$ cat config.mk
export PLATFORM = sky130hd
export DESIGN_NAME = i2s_playback
export DESIGN_NICKNAME = d
export VERILOG_FILES = /design/src/rtl/i2s_playback.sv
export SDC_FILE = /design/constraint.sdc
export NUM_CORES = 1
export LEC_CHECK = 0
export ABC_CLOCK_PERIOD_IN_PS = 3900
export CORE_MARGIN = 2
export CORE_UTILIZATION = 40
export CTS_BUF_LIST = sky130_fd_sc_hd__clkbuf_4 sky130_fd_sc_hd__clkbuf_8
export DETAILED_ROUTE_END_ITERATION = 7
export HOLD_SLACK_MARGIN = 0.05
export PLACE_DENSITY = 0.58
export RECOVER_POWER = 100
export SLEW_MARGIN = 0
export SYNTH_ARGS = -nofsm -noshare
export SYNTH_HDL_FRONTEND = slang
export SYNTH_SLANG_ARGS = --single-unit
$ cat constraint.sdc
create_clock -name clk -period 3.9 [get_ports clk]
set_input_delay 0.585 -clock clk [delete_from_list [all_inputs] [get_ports clk]]
set_output_delay 0.585 -clock clk [all_outputs]
set_load 0.005 [all_outputs]
$ cat src/rtl/i2s_playback.sv
// i2s_playback: stereo pair FIFO feeding an I2S transmitter, 64 bit clocks per frame, WS leads MSB by one bit.
// Latency: a stored pair goes out in the next frame; ws/sd/underrun register on the bit-clock falling edge.
// Backpressure: sample_ready drops while the FIFO is full; empty frames send zeros, or with
//   I2S_PLAYBACK_REPEAT_EN defined, repeat the last popped pair.
module i2s_playback #(
   parameter int DATA_SIZE    = 24,
   parameter int CLK_FREQ     = 100_000_000,
   parameter int I2S_CLK_FREQ = 1_500_000,
   parameter int FIFO_DEPTH   = 4
) (
   input  logic                 clk,
   input  logic                 rst_n,
   input  logic [DATA_SIZE-1:0] sample_left,
   input  logic [DATA_SIZE-1:0] sample_right,
   input  logic                 sample_valid,
   output logic                 sample_ready,
   output logic                 i2s_clk,
   output logic                 i2s_ws,
   output logic                 i2s_sd,
   output logic                 underrun
);

   localparam int CLK_DIV = CLK_FREQ / (2 * I2S_CLK_FREQ);
   localparam int DIV_W   = (CLK_DIV > 1) ? $clog2(CLK_DIV) : 1;
   localparam int PTR_W   = $clog2(FIFO_DEPTH);
   localparam int CNT_W   = PTR_W + 1;
   localparam int PAIR_W  = 2 * DATA_SIZE;

   localparam logic [DIV_W-1:0] DIV_LAST  = DIV_W'(CLK_DIV - 1);
   localparam logic [CNT_W-1:0] FIFO_FULL = CNT_W'(FIFO_DEPTH);
   localparam logic [6:0]       LEFT_END  = 7'(DATA_SIZE);
   localparam logic [6:0]       RIGHT_END = 7'(32 + DATA_SIZE);

   // Pair FIFO: left in the upper half, right in the lower half, so a pair never splits.
   logic [PAIR_W-1:0]    mem_q [FIFO_DEPTH];
   logic [CNT_W-1:0]     wr_ptr_q, wr_ptr_d;
   logic [CNT_W-1:0]     rd_ptr_q, rd_ptr_d;
   logic                 ready_q, ready_d;

   // Bit-clock generation and serializer state.
   logic [DIV_W-1:0]     div_q, div_d;
   logic                 sclk_q, sclk_d;
   logic [5:0]           bit_cnt_q, bit_cnt_d;
   logic [5:0]           cnt_next;
   logic                 ws_q, ws_d;
   logic                 sd_q, sd_d;
   logic                 under_q, under_d;
   logic [DATA_SIZE-1:0] left_sr_q, left_sr_d;
   logic [DATA_SIZE-1:0] right_sr_q, right_sr_d;

   logic [DATA_SIZE-1:0] head_l, head_r;
   logic [DATA_SIZE-1:0] fill_l, fill_r;
   logic [DATA_SIZE-1:0] load_l, load_r;
   logic                 fall, empty, push, pop_point, pop;

   assign empty     = (wr_ptr_q == rd_ptr_q);
   assign push      = sample_valid && ready_q;
   assign fall      = (div_q == DIV_LAST) && sclk_q;
   // The pop happens on the fall that wraps bit_cnt to 0; a same-cycle push is not visible yet.
   assign pop_point = fall && (bit_cnt_q == 6'd63);
   assign pop       = pop_point && !empty;
   assign cnt_next  = bit_cnt_q + 6'd1;
   assign {head_l, head_r} = mem_q[rd_ptr_q[PTR_W-1:0]];

`ifdef I2S_PLAYBACK_REPEAT_EN
   logic [DATA_SIZE-1:0] hold_l_q, hold_r_q;

   // Remember the last pair taken from the FIFO so an empty frame can replay it.
   always_ff @(posedge clk) begin
      if (!rst_n) begin
         hold_l_q <= '0;
         hold_r_q <= '0;
      end else if (pop) begin
         hold_l_q <= head_l;
         hold_r_q <= head_r;
      end
   end

   assign fill_l = hold_l_q;
   assign fill_r = hold_r_q;
`else
   assign fill_l = '0;
   assign fill_r = '0;
`endif

   assign load_l = pop ? head_l : fill_l;
   assign load_r = pop ? head_r : fill_r;

   // Next-state: divider, FIFO pointers, and frame serialization on bit-clock fall events.
   always_comb begin
      div_d      = div_q;
      sclk_d     = sclk_q;
      bit_cnt_d  = bit_cnt_q;
      ws_d       = ws_q;
      sd_d       = sd_q;
      left_sr_d  = left_sr_q;
      right_sr_d = right_sr_q;
      under_d    = 1'b0;

      wr_ptr_d = push ? (wr_ptr_q + CNT_W'(1)) : wr_ptr_q;
      rd_ptr_d = pop  ? (rd_ptr_q + CNT_W'(1)) : rd_ptr_q;
      ready_d  = ((wr_ptr_d - rd_ptr_d) != FIFO_FULL);

      if (div_q == DIV_LAST) begin
         div_d  = '0;
         sclk_d = ~sclk_q;
      end else begin
         div_d = div_q + DIV_W'(1);
      end

      if (fall) begin
         bit_cnt_d = cnt_next;
         ws_d      = (cnt_next >= 6'd31) && (cnt_next <= 6'd62);
         sd_d      = 1'b0;
         if (cnt_next == 6'd0) begin
            sd_d       = load_l[DATA_SIZE-1];
            left_sr_d  = load_l << 1;
            right_sr_d = load_r;
            under_d    = empty;
         end else if ({1'b0, cnt_next} < LEFT_END) begin
            sd_d      = left_sr_q[DATA_SIZE-1];
            left_sr_d = left_sr_q << 1;
         end else if (({1'b0, cnt_next} >= 7'd32) && ({1'b0, cnt_next} < RIGHT_END)) begin
            sd_d       = right_sr_q[DATA_SIZE-1];
            right_sr_d = right_sr_q << 1;
         end
      end
   end

   // State registers; reset aborts any frame in flight and empties the FIFO.
   always_ff @(posedge clk) begin
      if (!rst_n) begin
         div_q      <= '0;
         sclk_q     <= 1'b0;
         bit_cnt_q  <= 6'd63;
         ws_q       <= 1'b0;
         sd_q       <= 1'b0;
         under_q    <= 1'b0;
         left_sr_q  <= '0;
         right_sr_q <= '0;
         wr_ptr_q   <= '0;
         rd_ptr_q   <= '0;
         ready_q    <= 1'b0;
      end else begin
         div_q      <= div_d;
         sclk_q     <= sclk_d;
         bit_cnt_q  <= bit_cnt_d;
         ws_q       <= ws_d;
         sd_q       <= sd_d;
         under_q    <= under_d;
         left_sr_q  <= left_sr_d;
         right_sr_q <= right_sr_d;
         wr_ptr_q   <= wr_ptr_d;
         rd_ptr_q   <= rd_ptr_d;
         ready_q    <= ready_d;
      end
   end

   // FIFO storage write; contents need no reset since the pointers define validity.
   always_ff @(posedge clk) begin
      if (rst_n && push) begin
         mem_q[wr_ptr_q[PTR_W-1:0]] <= {sample_left, sample_right};
      end
   end

   assign sample_ready = ready_q;
   assign i2s_clk      = sclk_q;
   assign i2s_ws       = ws_q;
   assign i2s_sd       = sd_q;
   assign underrun     = under_q;

endmodule
==> summary.txt, run 1 <==
outcome: complete, but fails checks
violated checks: max-capacitance violations, max-slew violations
Crit path buffers/inverters: 1
power consumption: 5.54 mW
family with the most delay on the worst path: compound AO/OA/AOI/OAI gates
clock insertion delay at the later pin of the skew report: 0.53 ns
summed instance area of the synthesized netlist: 10600 um2
largest clock skew in the final design: 0.0128 ns
cell internal pwr: 4.43 mW
number of clock buffers inserted by TritonCTS: 43
num rows: 59
PostCTS Resize Cnt: 0
final standard cell utilization of the core: 47.3%
Worst Hold Launch: right_sr_q[20]
vias post-DR: 5715
leakage power of the design: 3.94 nW
commonest non-fill, non-tap cell in the layout: sky130_fd_sc_hd__edfxtp_1
synthesized instance count: 654
largest stage delay on the critical path: 1.00 ns
Buffers on Ports: 55
global-route wire length before repair: 32700 um
flop and latch count out of synthesis: 262
R2R cell count: 8
switching power total: 1.11 mW
post-DR vias/cell: 5.24
vias in the first global route: 6080
count of non-filler cells in the finished layout: 1090
number of nets with antenna violations after detailed routing: 0
gp weighted congestion: 0.721
largest net degree at the start of global routing: 92
net count of the mapped netlist: 718
fraction of power consumed by sequential logic: 54.7%
Routed wire per std cell: 18.4 um
WP data required: 4.34 ns
Hold Path Cell Cnt: 1
count of boundary I/O pins: 56
final hold violations: 0
starting utilization of the core area: 40.6%
Final Hold Slack: 0.462 ns
met3 layer usage reported by global route: 2.78%
number of violations of the max-capacitance limit: 5
post-CTS repair timing setup buffer count: 0
setup repair after global routing missed its margin: false
setup violation total in the final timing report: 0
type of origin of the critical path: flip-flop
average cell area after synthesis: 16.1 um2
Setup Crit Path Kind: reg2reg
met1 Use GR: 19.6%
sequential share of the synthesized area: 67.9%
EDFF count, synth: 192
commonest cells after routing, fill and taps aside: 192 x sky130_fd_sc_hd__edfxtp_1, 68 x sky130_fd_sc_hd__dfxtp_1, 55 x sky130_fd_sc_hd__a21oi_1
data arrival time of the critical path: 3.55 ns
Hold Path Class: reg2reg
reg-to-reg setup timing slack: 0.79 ns
fraction of final layout cells with drive strength greater than 1: 22.9%
post-route fraction of the period consumed by the critical path: 79.8%
overflow left after global routing: 0
number of nets in the layout: 786
die span in x: 166 um
worst slew pin tran: 2.04 ns
number of H-tree levels: 2
fraction of power consumed by combinational cells: 2.5%
clock tree from TritonCTS: built
count of placed standard cells including taps: 1012
clock slew at the register clock pins of the worst setup and hold paths: 0.06 ns
Yosys cell types: 49
global-route usage over all layers: 14.8%
logic depth of the worst path, buffers included: 8
Die ar.: 27700 um2
largest driver fanout on the critical path: 14
max-slew violation count: 218
shortest clock period the worst path allows after layout: 3.11 ns
endpoint of the worst-slack reg-to-reg timing path: right_sr_q[3]
master cell of the clock root buffer: sky130_fd_sc_hd__clkbuf_8
total number of yosys warnings: 0
origin of the critical flop-to-flop path: bit_cnt_q[0]
achievable frequency: 321 MHz
cell area power density: 451 nW/um2
net switching share of the total power: 20.1%
Worst VDD drop: 0.203 mV
detailed placer's ending HPWL: 11100 um
cell with the largest stage delay on the worst path: sky130_fd_sc_hd__a21boi_1
TritonCTS Sinks: 262
GR peak layer: met2
cts-stage hold buffer count: 0
DRC errors left: 0
fraction of registers with async set or reset after synthesis: 0%
synth-to-layout area growth: 16.4%
part of the total power dissipated in the clock network: 42.8%
CTS Buffer Depth: 3
core box area: 26000 um2
initial antenna violation count: 0
Worst Setup End Kind: flip-flop
final wirelength: 20000 um
1st-pass router iterations: 5
met2 global-route usage: 24.6%
Antenna diodes: 0
violation count after the first detailed-routing iteration: 299
die boundary height: 166 um
worst slew margin relative to its limit: -36.0%
Fin Setup TNS: 0 ns
Hold Path Sink: right_sr_q[20]
Synth Flop Type: sky130_fd_sc_hd__edfxtp_1
list of cells traversed by the critical path: ha_1 -> nor3_1 -> a31o_2 -> o2111ai_1 -> o21ai_1 -> a21boi_1 -> clkbuf_1 -> o2bb2ai_1
-- Yosys cell counts (all sizes together), types with 2 or more instances --
cell     instances  area (um2)
clkbuf          22        82.6
nand2b           3        18.8
nor2b           10        62.6
mux2i            2        20.0
a21oi           67         380
edfxtp         192        5770
inv              8        30.0
mux4            48        1080
nand3            8        40.0
nor2            14        60.1
o2bb2ai         22         193
a21boi           2        15.0
and3             3        18.8
nor3b           46         445
xor2            12         105
dfxtp           70        1400
ha              13         163
xnor2            7        61.3
nand2           20        77.6
a31o             2        17.5
nor3             5        30.0
and2            10        62.6
buf             24         139
o21ai           29         145
-- final cells by class --
class | instances | area (um2)
Multi-Input combinational cell | 338 | 3150
Tap cell | 335 | 419
Timing Repair Buffer | 69 | 649
Fill cell | 2275 | 13700
Inverter | 8 | 30.0
Sequential cell | 262 | 7170
Clock inverter | 21 | 148
Clock buffer | 57 | 722
-- kinds of logic after synthesis --
| kind of cell | share of synthesized area [%] |
|---|---|
| and+or+nand+nor | 8.04 |
| adders and majority gates | 1.54 |
| muxes | 10.5 |
| buffers and inverters | 2.38 |
| xor gates and xnor gates | 1.79 |
| AOI/OAI and AO/OA | 7.81 |
| DFF | 67.9 |
-- worst max path at each step --
stage	to	slack [ns]	startpoint
floorplan	sample_ready	1.20	div_q[0]
global placement	sample_ready	1.02	div_q[0]
detailed placement	sample_ready	0.96	div_q[0]
CTS	sample_ready	0.90	div_q[0]
global route	right_sr_q[23]	0.47	rst_n
finish	right_sr_q[3]	0.79	bit_cnt_q[0]
-- routing by layer --
layer,part of all wire (%),vias to the layer above
met4,2.6,0
met3,4.4,47
met2,48,143
met5,0,-
met1,45,2842
li1,-,2683
-- sequential cells by signal, indices dropped and copies added (netlist names), 3 cells and up --
name	flops
bit_cnt_q	6
div_q	6
left_sr_q	23
mem_q	192
rd_ptr_q	3
right_sr_q	24
wr_ptr_q	3
-- through the flow --
stage	setup WS [ns]	area, um2
3_5_place_dp	0.956	11500
5_1_grt	0.467	12300
4_1_cts	0.896	12300
6_report	0.787	12300
2_1_floorplan	1.20	10600
3_3_place_gp	1.02	11500
-- power by group through the flow --
stage | Clock [mW] | Sequential [mW] | Combinational, mW
6_report | 2.37 | 3.03 | 0.139
3_3_place_gp | 0 | 3.09 | 0.146
5_1_grt | 2.57 | 3.03 | 0.155
4_1_cts | 2.45 | 3.03 | 0.153
2_1_floorplan | 0 | 3.09 | 0.0549
3_5_place_dp | 0 | 3.09 | 0.152
Power figures use the tool's default switching activity.
==> inputs of run 2 (changes only) <==
--- a/config.mk
+++ b/config.mk
@@ -5,13 +5,13 @@
 export SDC_FILE = /design/constraint.sdc
 export NUM_CORES = 1
 export LEC_CHECK = 0
-export ABC_CLOCK_PERIOD_IN_PS = 3900
+export ABC_CLOCK_PERIOD_IN_PS = 2800
 export CORE_MARGIN = 2
 export CORE_UTILIZATION = 40
 export CTS_BUF_LIST = sky130_fd_sc_hd__clkbuf_4 sky130_fd_sc_hd__clkbuf_8
 export DETAILED_ROUTE_END_ITERATION = 7
 export HOLD_SLACK_MARGIN = 0.05
-export PLACE_DENSITY = 0.58
+export PLACE_DENSITY = 0.6
 export RECOVER_POWER = 100
 export SLEW_MARGIN = 0
 export SYNTH_ARGS = -nofsm -noshare
==> constraint.sdc (replaced) <==
create_clock -name clk -period 2.8 [get_ports clk]
set_input_delay 0.42 -clock clk [delete_from_list [all_inputs] [get_ports clk]]
set_output_delay 0.42 -clock clk [all_outputs]
set_load 0.005 [all_outputs]
==> summary.txt, run 2 (synthesis gave the netlist of run 1 again) <==
Largest register FFs: 192 (unchanged)
net switching share of the total power: 20.5% (+0.45 points)
endpoint of the worst-slack reg-to-reg timing path: sample_ready
post-DR vias/cell: 5.21 (-0.58%)
setup violation total in the final timing report: 0 (unchanged)
Antenna diodes: 0 (unchanged)
global-route usage over all layers: 14.7% (-0.077 points)
Setup Crit Path Kind: reg2reg
Routed wire per std cell: 18.3 um (-0.17%)
Crit path buffers/inverters: 1 (unchanged)
part of the total power dissipated in the clock network: 41.2% (-1.6 points)
gp weighted congestion: 0.731 (+1.3%)
vias in the first global route: 6094 (+0.23%)
Final Hold Slack: 0.465 ns (+0.00300 ns)
setup slack after layout: 0.139 ns (-0.648 ns)
fraction of power consumed by combinational cells: 2.6% (about the same)
core box area: 26000 um2 (unchanged)
post-layout instance area: 12300 um2 (-0.14%)
largest clock skew in the final design: 0.0127 ns (-0.0000991 ns)
num rows: 59 (unchanged)
die boundary height: 166 um (unchanged)
WP data required: 3.22 ns (-1.12 ns)
overflow left after global routing: 0 (unchanged)
list of cells traversed by the critical path: inv_1 -> ha_1 -> and4bb_1 -> nand2_2 -> or4_4 -> mux2i_1 -> ha_2 -> nor2b_1 -> xnor2_1 -> xnor3_1 -> o21a_1
master cell of the clock root buffer: sky130_fd_sc_hd__clkbuf_8
fraction of power consumed by sequential logic: 56.2% (+1.5 points)
global-route wire length before repair: 32500 um (-0.80%)
cell area power density: 612 nW/um2 (+36%)
data arrival time of the critical path: 3.08 ns (-0.47 ns)
violated checks: max-capacitance violations, max-slew violations
type of origin of the critical path: flip-flop
Worst Setup End Kind: flip-flop
worst slew margin relative to its limit: -17.6% (+18 points)
TritonCTS Sinks: 262 (unchanged)
largest driver fanout on the critical path: 4 (-10)
switching power total: 1.54 mW (+39%)
synth-to-layout area growth: 16.2%
cell with the largest stage delay on the worst path: sky130_fd_sc_hd__or4_4
reg-to-reg setup timing slack: 0.14 ns (-0.65 ns)
achievable frequency: 376 MHz (+17%)
violation count after the first detailed-routing iteration: 297 (-0.67%)
final hold violations: 0 (unchanged)
instance area at placement: 11600 um2 (+0.90%)
shortest clock period the worst path allows after layout: 2.66 ns (-0.452 ns)
leakage power of the design: 3.93 nW (-0.16%)
clock tree from TritonCTS: built
final wirelength: 20100 um (+0.28%)
Buffers on Ports: 55 (unchanged)
Hold Path Class: reg2reg
Setup WS pre-CTS: -0.0219 ns (-0.978 ns)
1st-pass router iterations: 4 (-1)
Worst VDD drop: 0.296 mV (+46%)
count of boundary I/O pins: 56 (unchanged)
largest stage delay on the critical path: 0.57 ns (-0.43 ns)
setup repair after global routing missed its margin: false
worst slew pin tran: 1.76 ns (-0.275 ns)
post-CTS repair timing setup buffer count: 0 (unchanged)
max-slew violation count: 145 (-33%)
power consumption: 7.51 mW (+36%)
CTS Buffer Depth: 3 (unchanged)
family with the most delay on the worst path: simple AND/OR/NAND/NOR gates
number of nets in the layout: 791 (+0.64%)
fraction of final layout cells with drive strength greater than 1: 23.0% (+0.11 points)
clock slew at the register clock pins of the worst setup and hold paths: 0.06 ns (about the same)
cell internal pwr: 5.97 mW (+35%)
vias post-DR: 5708 (-0.12%)
number of nets with antenna violations after detailed routing: 0 (unchanged)
Hold Path Cell Cnt: 1 (unchanged)
post-route fraction of the period consumed by the critical path: 95.0% (+15 points)
commonest cells after routing, fill and taps aside: 192 x sky130_fd_sc_hd__edfxtp_1, 68 x sky130_fd_sc_hd__dfxtp_1, 55 x sky130_fd_sc_hd__a21oi_1
number of H-tree levels: 2 (unchanged)
Hold Path Sink: right_sr_q[2]
Worst Hold Launch: right_sr_q[2]
die span in x: 166 um (unchanged)
initial antenna violation count: 0 (unchanged)
DRC errors left: 0 (unchanged)
commonest non-fill, non-tap cell in the layout: sky130_fd_sc_hd__edfxtp_1
R2R cell count: 11 (+3)
Die ar.: 27700 um2 (unchanged)
detailed placer's ending HPWL: 11400 um (+3.2%)
clock insertion delay at the later pin of the skew report: 0.53 ns (about the same)
number of clock buffers inserted by TritonCTS: 41 (-4.7%)
starting utilization of the core area: 40.6% (unchanged)
number of violations of the max-capacitance limit: 3 (-2)
outcome: complete, but fails checks
origin of the critical flop-to-flop path: div_q[1]
largest net degree at the start of global routing: 51 (-45%)
==> run 2: cell count changes in the layout (fill, tap and decap cells not counted), sizes merged <==
cell / before / now
buf: 8 / 12
clkdlybuf4s50: 1 / 2
dlygate4sd3: 54 / 53
bufinv: 2 / 1
clkinv: 18 / 20
==> run 2: power by group through the flow <==
stage	Clock (mW)	Combinational, mW	Sequential (mW)
detailed placement	0	0.215	4.30
global placement	0	0.203	4.30
finish	3.10	0.195	4.22
floorplan	0	0.0765	4.30
global route	3.37	0.212	4.22
CTS	3.19	0.216	4.22
==> run 2: cell type report <==
cell class,count,area [um2]
clock buffers,54,674
fillers,2273,13700
inverters,8,30.0
clock inverters,22,123
repair buffers,76,711
well taps,335,419
multi-input cells,338,3140
flip-flops and latches,262,7170
==> run 2: worst max-delay path by stage <==
stage,start,endpoint,slack (ns),cells past startpoint
final,div_q[1],sample_ready,0.14,11
after global routing,div_q[1],sample_ready,0.01,11
after CTS,div_q[1],sample_ready,0.12,11
after detailed placement,div_q[1],sample_ready,-0.02,11
after global placement,div_q[1],sample_ready,0.09,11
after floorplan,div_q[0],sample_ready,0.1,13
==> run 2: what timing repair did <==
| action | CTS | global route |
|---|---|---|
| cloned | 0 | 0 |
| gates resized for setup | 1 | 2 |
| endpoints found under the setup margin | 1 | 23 |
| hold buffers | 0 | 0 |
==> run 2: stage by stage <==
step	cells	setup TNS, ns	util (%)
after floorplan	654	0	-
after global placement	1019	0	44.5
after detailed placement	1019	-0.0219	44.5
after CTS	1095	0	47.6
after global routing	1095	0	47.2
final	1095	0	47.2
==> run 2: worst register-to-register path, stage by stage (launching register included) <==
cell,delay (ns)
sky130_fd_sc_hd__dfxtp_1,0.33
sky130_fd_sc_hd__inv_1,0.06
sky130_fd_sc_hd__ha_1,0.15
sky130_fd_sc_hd__and4bb_1,0.25
sky130_fd_sc_hd__nand2_2,0.08
sky130_fd_sc_hd__or4_4,0.57
sky130_fd_sc_hd__mux2i_1,0.17
sky130_fd_sc_hd__ha_2,0.24
sky130_fd_sc_hd__nor2b_1,0.15
sky130_fd_sc_hd__xnor2_1,0.14
sky130_fd_sc_hd__xnor3_1,0.23
sky130_fd_sc_hd__o21a_1,0.17
==> run 2: metal layers <==
layer  vias to the layer above  routed length [um]  global-route usage, %
li1                       2692                   -                      -
met1                      2869                9190                   19.3
met4                         0                 537                   5.28
met2                        97                9590                   24.2
met3                        50                 772                   3.28
met5                         -                   0                      0
==> inputs of run 3 (changes only) <==
--- a/config.mk
+++ b/config.mk
@@ -10,6 +10,7 @@
 export CORE_UTILIZATION = 40
 export CTS_BUF_LIST = sky130_fd_sc_hd__clkbuf_4 sky130_fd_sc_hd__clkbuf_8
 export DETAILED_ROUTE_END_ITERATION = 7
+export GPL_TIMING_DRIVEN = 0
 export HOLD_SLACK_MARGIN = 0.05
 export PLACE_DENSITY = 0.6
 export RECOVER_POWER = 100
==> summary.txt, run 3 (synthesis gave the netlist of run 1 again) <==
die span in x: 166 um (unchanged)
Buffers on Ports: 55 (unchanged)
core box area: 26000 um2 (unchanged)
R2R cell count: 11 (unchanged)
number of nets with antenna violations after detailed routing: 0 (unchanged)
Hold Path Sink: right_sr_q[10]
achievable frequency: 371 MHz (-1.2%)
data arrival time of the critical path: 3.16 ns (+0.08 ns)
cell with the largest stage delay on the worst path: sky130_fd_sc_hd__or4_4
master cell of the clock root buffer: sky130_fd_sc_hd__clkbuf_8
overflow left after global routing: 0 (unchanged)
largest clock skew in the final design: 0.0310 ns (+0.0183 ns)
Hold Path Cell Cnt: 1 (unchanged)
Worst VDD drop: 0.330 mV (+12%)
global-route usage over all layers: 15.2% (+0.52 points)
Routed wire per std cell: 18.7 um (+2.0%)
WP data required: 3.27 ns (+0.05 ns)
net switching share of the total power: 20.3% (-0.18 points)
Worst Setup End Kind: flip-flop
commonest non-fill, non-tap cell in the layout: sky130_fd_sc_hd__edfxtp_1
commonest cells after routing, fill and taps aside: 192 x sky130_fd_sc_hd__edfxtp_1, 69 x sky130_fd_sc_hd__dfxtp_1, 55 x sky130_fd_sc_hd__a21oi_1
origin of the critical flop-to-flop path: div_q[0]
synth-to-layout area growth: 16.8%
Most common cell on crit path: sky130_fd_sc_hd__a21oi_1
worst slew pin tran: 0.970 ns (-0.793 ns)
reg-to-reg setup timing slack: 0.11 ns (-0.03 ns)
Largest register FFs: 192 (unchanged)
largest driver fanout on the critical path: 11 (+7)
cell area power density: 607 nW/um2 (-0.91%)
part of the total power dissipated in the clock network: 40.9% (-0.3 points)
post-DR vias/cell: 5.25 (+0.71%)
setup repair after global routing missed its margin: false
Die ar.: 27700 um2 (unchanged)
Antenna diodes: 0 (unchanged)
Setup Crit Path Kind: reg2reg
largest stage delay on the critical path: 0.43 ns (-0.14 ns)
cell internal pwr: 5.96 mW (-0.21%)
Worst Hold Launch: right_sr_q[10]
number of violations of the max-capacitance limit: 0 (-3)
vias in the first global route: 6253 (+2.6%)
clock slew at the register clock pins of the worst setup and hold paths: 0.06 ns (about the same)
GR peak layer: met2
setup slack after layout: 0.107 ns (-0.0321 ns)
met2 global-route usage: 26.3% (+2.1 points)
endpoint of the worst-slack reg-to-reg timing path: left_sr_q[23]
TritonCTS Sinks: 262 (unchanged)
CTS Buffer Depth: 3 (unchanged)
fraction of final layout cells with drive strength greater than 1: 22.6% (-0.42 points)
leakage power of the design: 3.98 nW (+1.3%)
fraction of power consumed by sequential logic: 56.5% (+0.3 points)
fraction of power consumed by combinational cells: 2.6% (about the same)
number of nets in the layout: 815 (+3.0%)
power consumption: 7.48 mW (-0.43%)
starting utilization of the core area: 40.6% (unchanged)
violation count after the first detailed-routing iteration: 251 (-15%)
1st-pass router iterations: 4 (unchanged)
final wirelength: 20900 um (+4.2%)
Hold Path Class: reg2reg
count of boundary I/O pins: 56 (unchanged)
largest net degree at the start of global routing: 49 (-3.9%)
number of clock buffers inserted by TritonCTS: 41 (unchanged)
switching power total: 1.52 mW (-1.3%)
DRC errors left: 0 (unchanged)
max-slew violation count: 0 (-100%)
number of H-tree levels: 2 (unchanged)
initial antenna violation count: 0 (unchanged)
vias post-DR: 5869 (+2.8%)
post-route fraction of the period consumed by the critical path: 96.2% (+1.1 points)
met3 layer usage reported by global route: 3.14% (-0.14 points)
setup violation total in the final timing report: 0 (unchanged)
die boundary height: 166 um (unchanged)
shortest clock period the worst path allows after layout: 2.69 ns (+0.0321 ns)
final hold violations: 0 (unchanged)
clock tree from TritonCTS: built
worst slew margin relative to its limit: 35.3% (+53 points)
gp weighted congestion: 0.794 (+8.6%)
Setup WS pre-CTS: -0.228 ns (-0.206 ns)
clock insertion delay at the later pin of the skew report: 0.54 ns (about the same)
num rows: 59 (unchanged)
met1 Use GR: 19.6% (+0.27 points)
global-route wire length before repair: 33500 um (+3.3%)
final standard cell utilization of the core: 47.4% (+0.23 points)
list of cells traversed by the critical path: inv_1 -> ha_1 -> and4bb_1 -> nand2_4 -> or4_4 -> buf_12 -> clkbuf_2 -> buf_2 -> nor3b_1 -> a21oi_1 -> a21oi_1
detailed placer's ending HPWL: 13000 um (+14%)
outcome: finished, final reports clean
type of origin of the critical path: flip-flop
==> run 3: worst max path at each step <==
| stage | slack [ns] | from | cells after the start | to |
|---|---|---|---|---|
| 2_1_floorplan | 0.1 | div_q[0] | 13 | sample_ready |
| 5_1_grt | 0.002 | rd_ptr_q[1] | 11 | sample_ready |
| 3_5_place_dp | -0.23 | div_q[0] | 13 | sample_ready |
| 6_report | 0.11 | div_q[0] | 11 | left_sr_q[23] |
| 3_3_place_gp | -1.43 | rst_n | 4 | mem_q[3][17] |
| 4_1_cts | 0.03 | div_q[0] | 12 | sample_ready |
==> run 3: repair_timing <==
action	4_1_cts	5_1_grt
hold buffers	0	0
buffers inserted	2	0
pin swaps	1	2
gates cloned	0	0
resized for setup	11	12
setup endpoints to repair	18	45
==> run 3: stage by stage <==
stage	hold slack, ns	instances	setup TNS (ns)	area [um2]
after floorplan	0.430	654	0	10600
after global placement	0.441	1044	-270.92	11500
after detailed placement	0.449	1044	-5.32	11500
after CTS	0.467	1119	0	12400
after global routing	0.484	1118	0	12300
final	0.467	1118	0	12300
==> run 3: cell type report <==
class	count	area (um2)
plain buffers	43	214
clock buffers	58	717
clock inverters	17	77.6
fillers	2270	13700
inverters	8	30.0
multi-input cells	338	3140
flip-flops and latches	262	7170
well taps	335	419
repair buffers	57	563
==> run 3: metal layers <==
metal | share of wire [%] | routed length, um
met5 | 0 | 0
met4 | 1.4 | 303
met3 | 3.9 | 809
met2 | 51 | 10600
met1 | 44 | 9240
==> run 3: power groups by stage <==
stage | combinational, mW | sequential [mW] | clock [mW]
after global routing | 0.215 | 4.22 | 3.32
after global placement | 0.197 | 4.30 | 0
after detailed placement | 0.211 | 4.30 | 0
after CTS | 0.212 | 4.22 | 3.15
final | 0.195 | 4.22 | 3.06
after floorplan | 0.0765 | 4.30 | 0
==> run 3: worst max-delay path: cells and delay by family (launching register included) <==
| family | cells | cell delay (ns) |
|---|---|---|
| fa+ha+maj | 1 | 0.14 |
| simple gates | 4 | 1.21 |
| flops | 1 | 0.34 |
| buf+inv | 4 | 0.71 |
| compound gates | 2 | 0.22 |
==> RTL change 1, RTL diff (config.mk and constraints of run 3) <==
Set the parameter `CLK_FREQ` to 50_000_000 (it was 100_000_000).
--- a/src/rtl/i2s_playback.sv
+++ b/src/rtl/i2s_playback.sv
@@ -4,7 +4,7 @@
 //   I2S_PLAYBACK_REPEAT_EN defined, repeat the last popped pair.
 module i2s_playback #(
    parameter int DATA_SIZE    = 24,
-   parameter int CLK_FREQ     = 100_000_000,
+   parameter int CLK_FREQ     = 50_000_000,
    parameter int I2S_CLK_FREQ = 1_500_000,
    parameter int FIFO_DEPTH   = 4
 ) (
Formal check against the unedited RTL: no difference found for any inputs over 10 cycles, from zero or initial values and one cycle with rst_n low; that may be too few to reach the edited logic, so the function may still have changed.
==> RTL change 1 against run 3 <==
  * Worst setup slack improved by 63 ps
  * Sequential cell count shrank 2
  * Cell area shrank 1.4%
  * Total power shrank 0.51%
  * Count of clock-buffer cells in the layout is 2 higher
  * Routed wire length down 0.39%
  * Critical endpoint is now sample_ready$_SDFF_PN0_
  * Area after synthesis is 1.6% lower
  * Largest cell class unchanged
==> RTL change 1: results (changes against run 3) <==
CP arrival: 3080 ps (-80 ps)
EDFF count, synth: 192 (unchanged)
Final GP Congestion: 0.867 (+9.3%)
Hpwl dp: 13300 um (+2.5%)
Iter 0 DRT Violations: 406 (+62%)
CTS Buffer Depth: 3 (unchanged)
Root Driver: clkbuf_8
VDD IR-drop max: 0.324 mV (-2.1%)
Largest net degree at the start of global routing: 33 (-33%)
H-tree levels: 2 (unchanged)
Register area share after synthesis: 0.686 (+0.00702)
Filler Cells Inserted: 2143 (-5.6%)
Final Skew: 21.0 ps (-9.99 ps)
Antenna violations before repair: 1 (+1)
Worst-Skew Late Latency: 530 ps
Num Clock Sinks: 260 (-0.76%)
Drt pass-1 iters: 5 (+1)
HP Class: register to register
Final ANT Viol Nets: 0 (unchanged)
CP max FO: 10 (-1)
Proportion of layout cells with a drive suffix above 1: 0.220 (-0.00648)
Ys Warns: 0 (unchanged)
Post-synthesis net count: 684 (-4.7%)
Detailed-route wire length: 20800 um (-0.39%)
Synth area leaders: edfxtp_1 (55%), dfxtp_1 (13%), mux4_2 (10%)
Ys async rst share: 0 (unchanged)
Via density: 5.39 (+2.7%)
CP delay by family, top: simple AND/OR/NAND/NOR gates
Area Growth Syn to Fin: 17.0%
Count of cell types in the netlist: 56 (+14%)
Slowest-stage cell, CP: dfxtp_2
Max FFs per register: 192 (unchanged)
Vias in the first global route: 6207 (-0.74%)
Status: completed
Layout Nets: 787 (-3.4%)
Gr usage total: 0.159 (+0.00638)
Setup WS pre-CTS: -351 ps (-123 ps)
Most instantiated cells after synthesis: edfxtp_1 (192), dfxtp_1 (68), mux4_2 (48)
Leak: 4.05 nW (+1.8%)
PortBufs: 55 (unchanged)
First-pass GRT wire length: 33100 um (-1.2%)
Num CTS Buffers: 41 (unchanged)
Max incr delay on CP: 380 ps (-50 ps)
Slew @ Worst Pin: 1090 ps (+115 ps)
-- RTL change 1: metrics by stage --
| step | util | cells | power, mW | instance area [um2] |
|---|---|---|---|---|
| after floorplan | - | 621 | 4.34 | 10400 |
| after global placement | 0.448 | 1006 | 4.47 | 11400 |
| after detailed placement | 0.452 | 1010 | 4.49 | 11400 |
| after CTS | 0.483 | 1086 | 7.53 | 12200 |
| after global routing | 0.480 | 1087 | 7.70 | 12200 |
| final | 0.480 | 1087 | 7.44 | 12200 |
-- RTL change 1: metal layers --
layer  share of wire  global-route usage  vias up
li1                -                   -     2720
met1            0.44               0.207     2949
met2            0.49               0.265      152
met3           0.045              0.0302       39
met4           0.025              0.0605        0
met5               0                   0        -
-- RTL change 1: path summary, 6_finish.rpt --
check / start / to / slack [ps] / cells after the start
max: div_q[0]$_SDFF_PP0_ / sample_ready$_SDFF_PN0_ / 170 / 11
min: div_q[0]$_SDFF_PP0_ / div_q[0]$_SDFF_PP0_ / 480 / 1
max reg2reg: div_q[0]$_SDFF_PP0_ / sample_ready$_SDFF_PN0_ / 170 / 11
min reg2reg: div_q[0]$_SDFF_PP0_ / div_q[0]$_SDFF_PP0_ / 480 / 1
-- RTL change 1: timing repair --
action / 4_1_cts / 5_1_grt
setup buffers: 1 / 0
pin swaps: 1 / 1
gates resized for setup: 4 / 5
setup endpoints to repair: 1 / 1
-- RTL change 1: cells by family (layout without fill, tap and decap cells) --
logic type	after synthesis	in the layout	synth area share
compound gates	159	159	0.113
xor+xnor	15	15	0.0140
fa+ha+maj	12	12	0.0145
buf+inv	56	191	0.0277
flops	260	260	0.686
mux	51	51	0.107
other cells	0	1	0
simple gates	68	68	0.0377
-- RTL change 1: area by class of cell --
type,instances,area share
Sequential cell,260,0.586
Clock buffer,60,0.0592
Inverter,8,0.00247
Antenna cell,1,0.000206
Multi-Input combinational cell,305,0.241
Clock inverter,15,0.00576
Tap cell,330,0.0340
Buffer,48,0.0214
Timing Repair Buffer,60,0.0496
-- RTL change 1: where the power goes --
part           switching, mW  internal, mW
registers             0.0162          4.18
clock network           1.40          1.65
logic                  0.102        0.0890
==> RTL change 2, RTL diff (settings of run 3) <==
Made on the original files. Compare `div_q` against `DIV_LAST` with >= in place of ==.
--- a/src/rtl/i2s_playback.sv
+++ b/src/rtl/i2s_playback.sv
@@ -55,7 +55,7 @@
 
    assign empty     = (wr_ptr_q == rd_ptr_q);
    assign push      = sample_valid && ready_q;
-   assign fall      = (div_q == DIV_LAST) && sclk_q;
+   assign fall      = (div_q >= DIV_LAST) && sclk_q;
    // The pop happens on the fall that wraps bit_cnt to 0; a same-cycle push is not visible yet.
    assign pop_point = fall && (bit_cnt_q == 6'd63);
    assign pop       = pop_point && !empty;
Check against the original RTL: same outputs for any inputs over 10 cycles, from zero or initial values and one cycle with rst_n low; that may be too few to reach the edited logic, so the function may still have changed.
==> RTL change 2 against run 3 <==
  * Cell count down 1.9%
  * Count of clock-buffer cells in the layout rose by 1
  * Sequential cell count did not move
  * Worst setup slack better by 75 ps
  * First-iteration DRC count grew 49%
  * Sequential share of layout area decreased by 0.28 points
  * Critical path depth decreased by 5
  * Total power increased by 5.5%
  * Routed wire length down 2.4%
  * Cell area grew 0.47%
  * Area after synthesis decreased by 0.56%
  * Highest routed layer unchanged
==> RTL change 2: results (changes against run 3) <==
PortBufs: 55 (unchanged)
HP Class: register to register
Final GP Congestion: 0.780 (-1.7%)
Most instantiated cells after synthesis: edfxtp_1 (192), dfxtp_1 (70), mux4_2 (48)
Ys async rst share: 0 (unchanged)
Slowest-stage cell, CP: and2_1
Cell count after placement: 1017 (-2.6%)
Num CTS Buffers: 43 (+4.9%)
Post-CTS setup buffers: 0 (-2)
Rel. slew slack: 0.330 (-0.0231)
Compound-Gate Fraction of Synth Area: 0.0945 (+0.0164)
Mux cell area share after synthesis: 0.106 (+0.000590)
Final Skew: 14.9 ps (-16.2 ps)
Synth Area per Inst: 16.8 um2 (+4.4%)
Detailed-route wire length: 20400 um (-2.4%)
Hpwl dp: 12800 um (-1.5%)
Min-delay src: right_sr_q[4]$_SDFFE_PN0P_
Setup Viol. Count Final: 0 (unchanged)
Iter 0 DRT Violations: 375 (+49%)
Proportion of layout cells with a drive suffix above 1: 0.239 (+0.0128)
Hold Crit Depth: 1 (unchanged)
Register area share after synthesis: 0.683 (+0.00380)
Vias in the first global route: 6201 (-0.83%)
CP delay by family, top: buffers and inverters
Diodes inserted: 0 (unchanged)
Leak: 4.17 nW (+4.8%)
Setup WS pre-CTS: -316 ps (-88.3 ps)
Layout Nets: 791 (-2.9%)
Gates resized, CTS repair: 1 (-10)
Gr usage total: 0.153 (+0.000218)
Synth Area in Adders: 0.0155 (+0.0000863)
RR Startpoint: bit_cnt_q[0]$_SDFFE_PN1P_
Clock Power Share: 0.440 (+0.031)
Synth area leaders: edfxtp_1 (55%), dfxtp_1 (13%), mux4_2 (10%)
Non-Filler Instances: 1097 (-1.9%)
Clock transition at path regs: 60 ps (about the same)
Internal power: 6.28 mW (+5.4%)
R2R setup slack: 220 ps (+110 ps)
Max incr delay on CP: 730 ps (+300 ps)
First-pass GRT wire length: 33300 um (-0.60%)
CP max FO: 18 (+7)
CP arrival: 2860 ps (-300 ps)
Min Hold Slack: 463 ps (-3.51 ps)
Xor/xnor share of the synthesized area: 0.0150 (-0.00288)
Antenna violations before repair: 0 (unchanged)
Post-synthesis net count: 687 (-4.3%)
Hold path endpoint: right_sr_q[4]$_SDFFE_PN0P_
Worst-case reg-to-reg path depth: 8 (-3)
Count of cell types in the netlist: 55 (+12%)
FF-to-FF End: right_sr_q[13]$_SDFFE_PN0P_
Status: completed
Flop pwr share: 0.535 (-0.030)
VDD IR-drop max: 0.305 mV (-7.9%)
Via density: 5.21 (-0.76%)
==> RTL change 2: changes by cell type after synthesis, sizes merged, moves of 4 or more <==
cell / delta
xor2: -5
xnor2: +4
a21oi: -39
nor3b: -23
clkbuf: -6
nor2: +26
nor2b: -10
a221oi: +22
==> RTL change 2: routing by layer <==
layer  vias up  global-route usage  share of wire
li1       2678                   -              -
met3        40              0.0310          0.047
met1      2858               0.202           0.44
met2       139               0.250           0.49
met5         -                   0              0
met4         0              0.0578          0.023
==> RTL change 2: worst max path at each step <==
| stage | from | end | slack (ps) | cells past startpoint |
|---|---|---|---|---|
| 2_1_floorplan | rst_n | mem_q[0][0]$_DFFE_PP_ | 400 | 3 |
| 3_3_place_gp | rst_n | mem_q[0][35]$_DFFE_PP_ | -1410 | 4 |
| 3_5_place_dp | rd_ptr_q[1]$_SDFF_PN0_ | sample_ready$_SDFF_PN0_ | -320 | 9 |
| 4_1_cts | rd_ptr_q[1]$_SDFF_PN0_ | sample_ready$_SDFF_PN0_ | 5 | 9 |
| 5_1_grt | rd_ptr_q[0]$_SDFF_PN0_ | left_sr_q[14]$_SDFFE_PN0P_ | 40 | 6 |
| 6_report | rst_n | mem_q[3][28]$_DFFE_PP_ | 180 | 6 |
==> RTL change 2: through the flow <==
| step | total power [mW] | area, um2 |
|---|---|---|
| floorplan | 4.38 | 10500 |
| global placement | 4.51 | 11500 |
| detailed placement | 4.52 | 11600 |
| CTS | 7.99 | 12500 |
| global route | 8.18 | 12400 |
| finish | 7.89 | 12400 |
==> RTL change 2: cell type report <==
class,instances,area (um2)
Fill cell,2202,13500
Timing Repair Buffer,59,646
Tap cell,335,419
Inverter,7,26.3
Buffer,39,204
Clock inverter,21,176
Sequential cell,262,7170
Multi-Input combinational cell,315,3020
Clock buffer,59,731
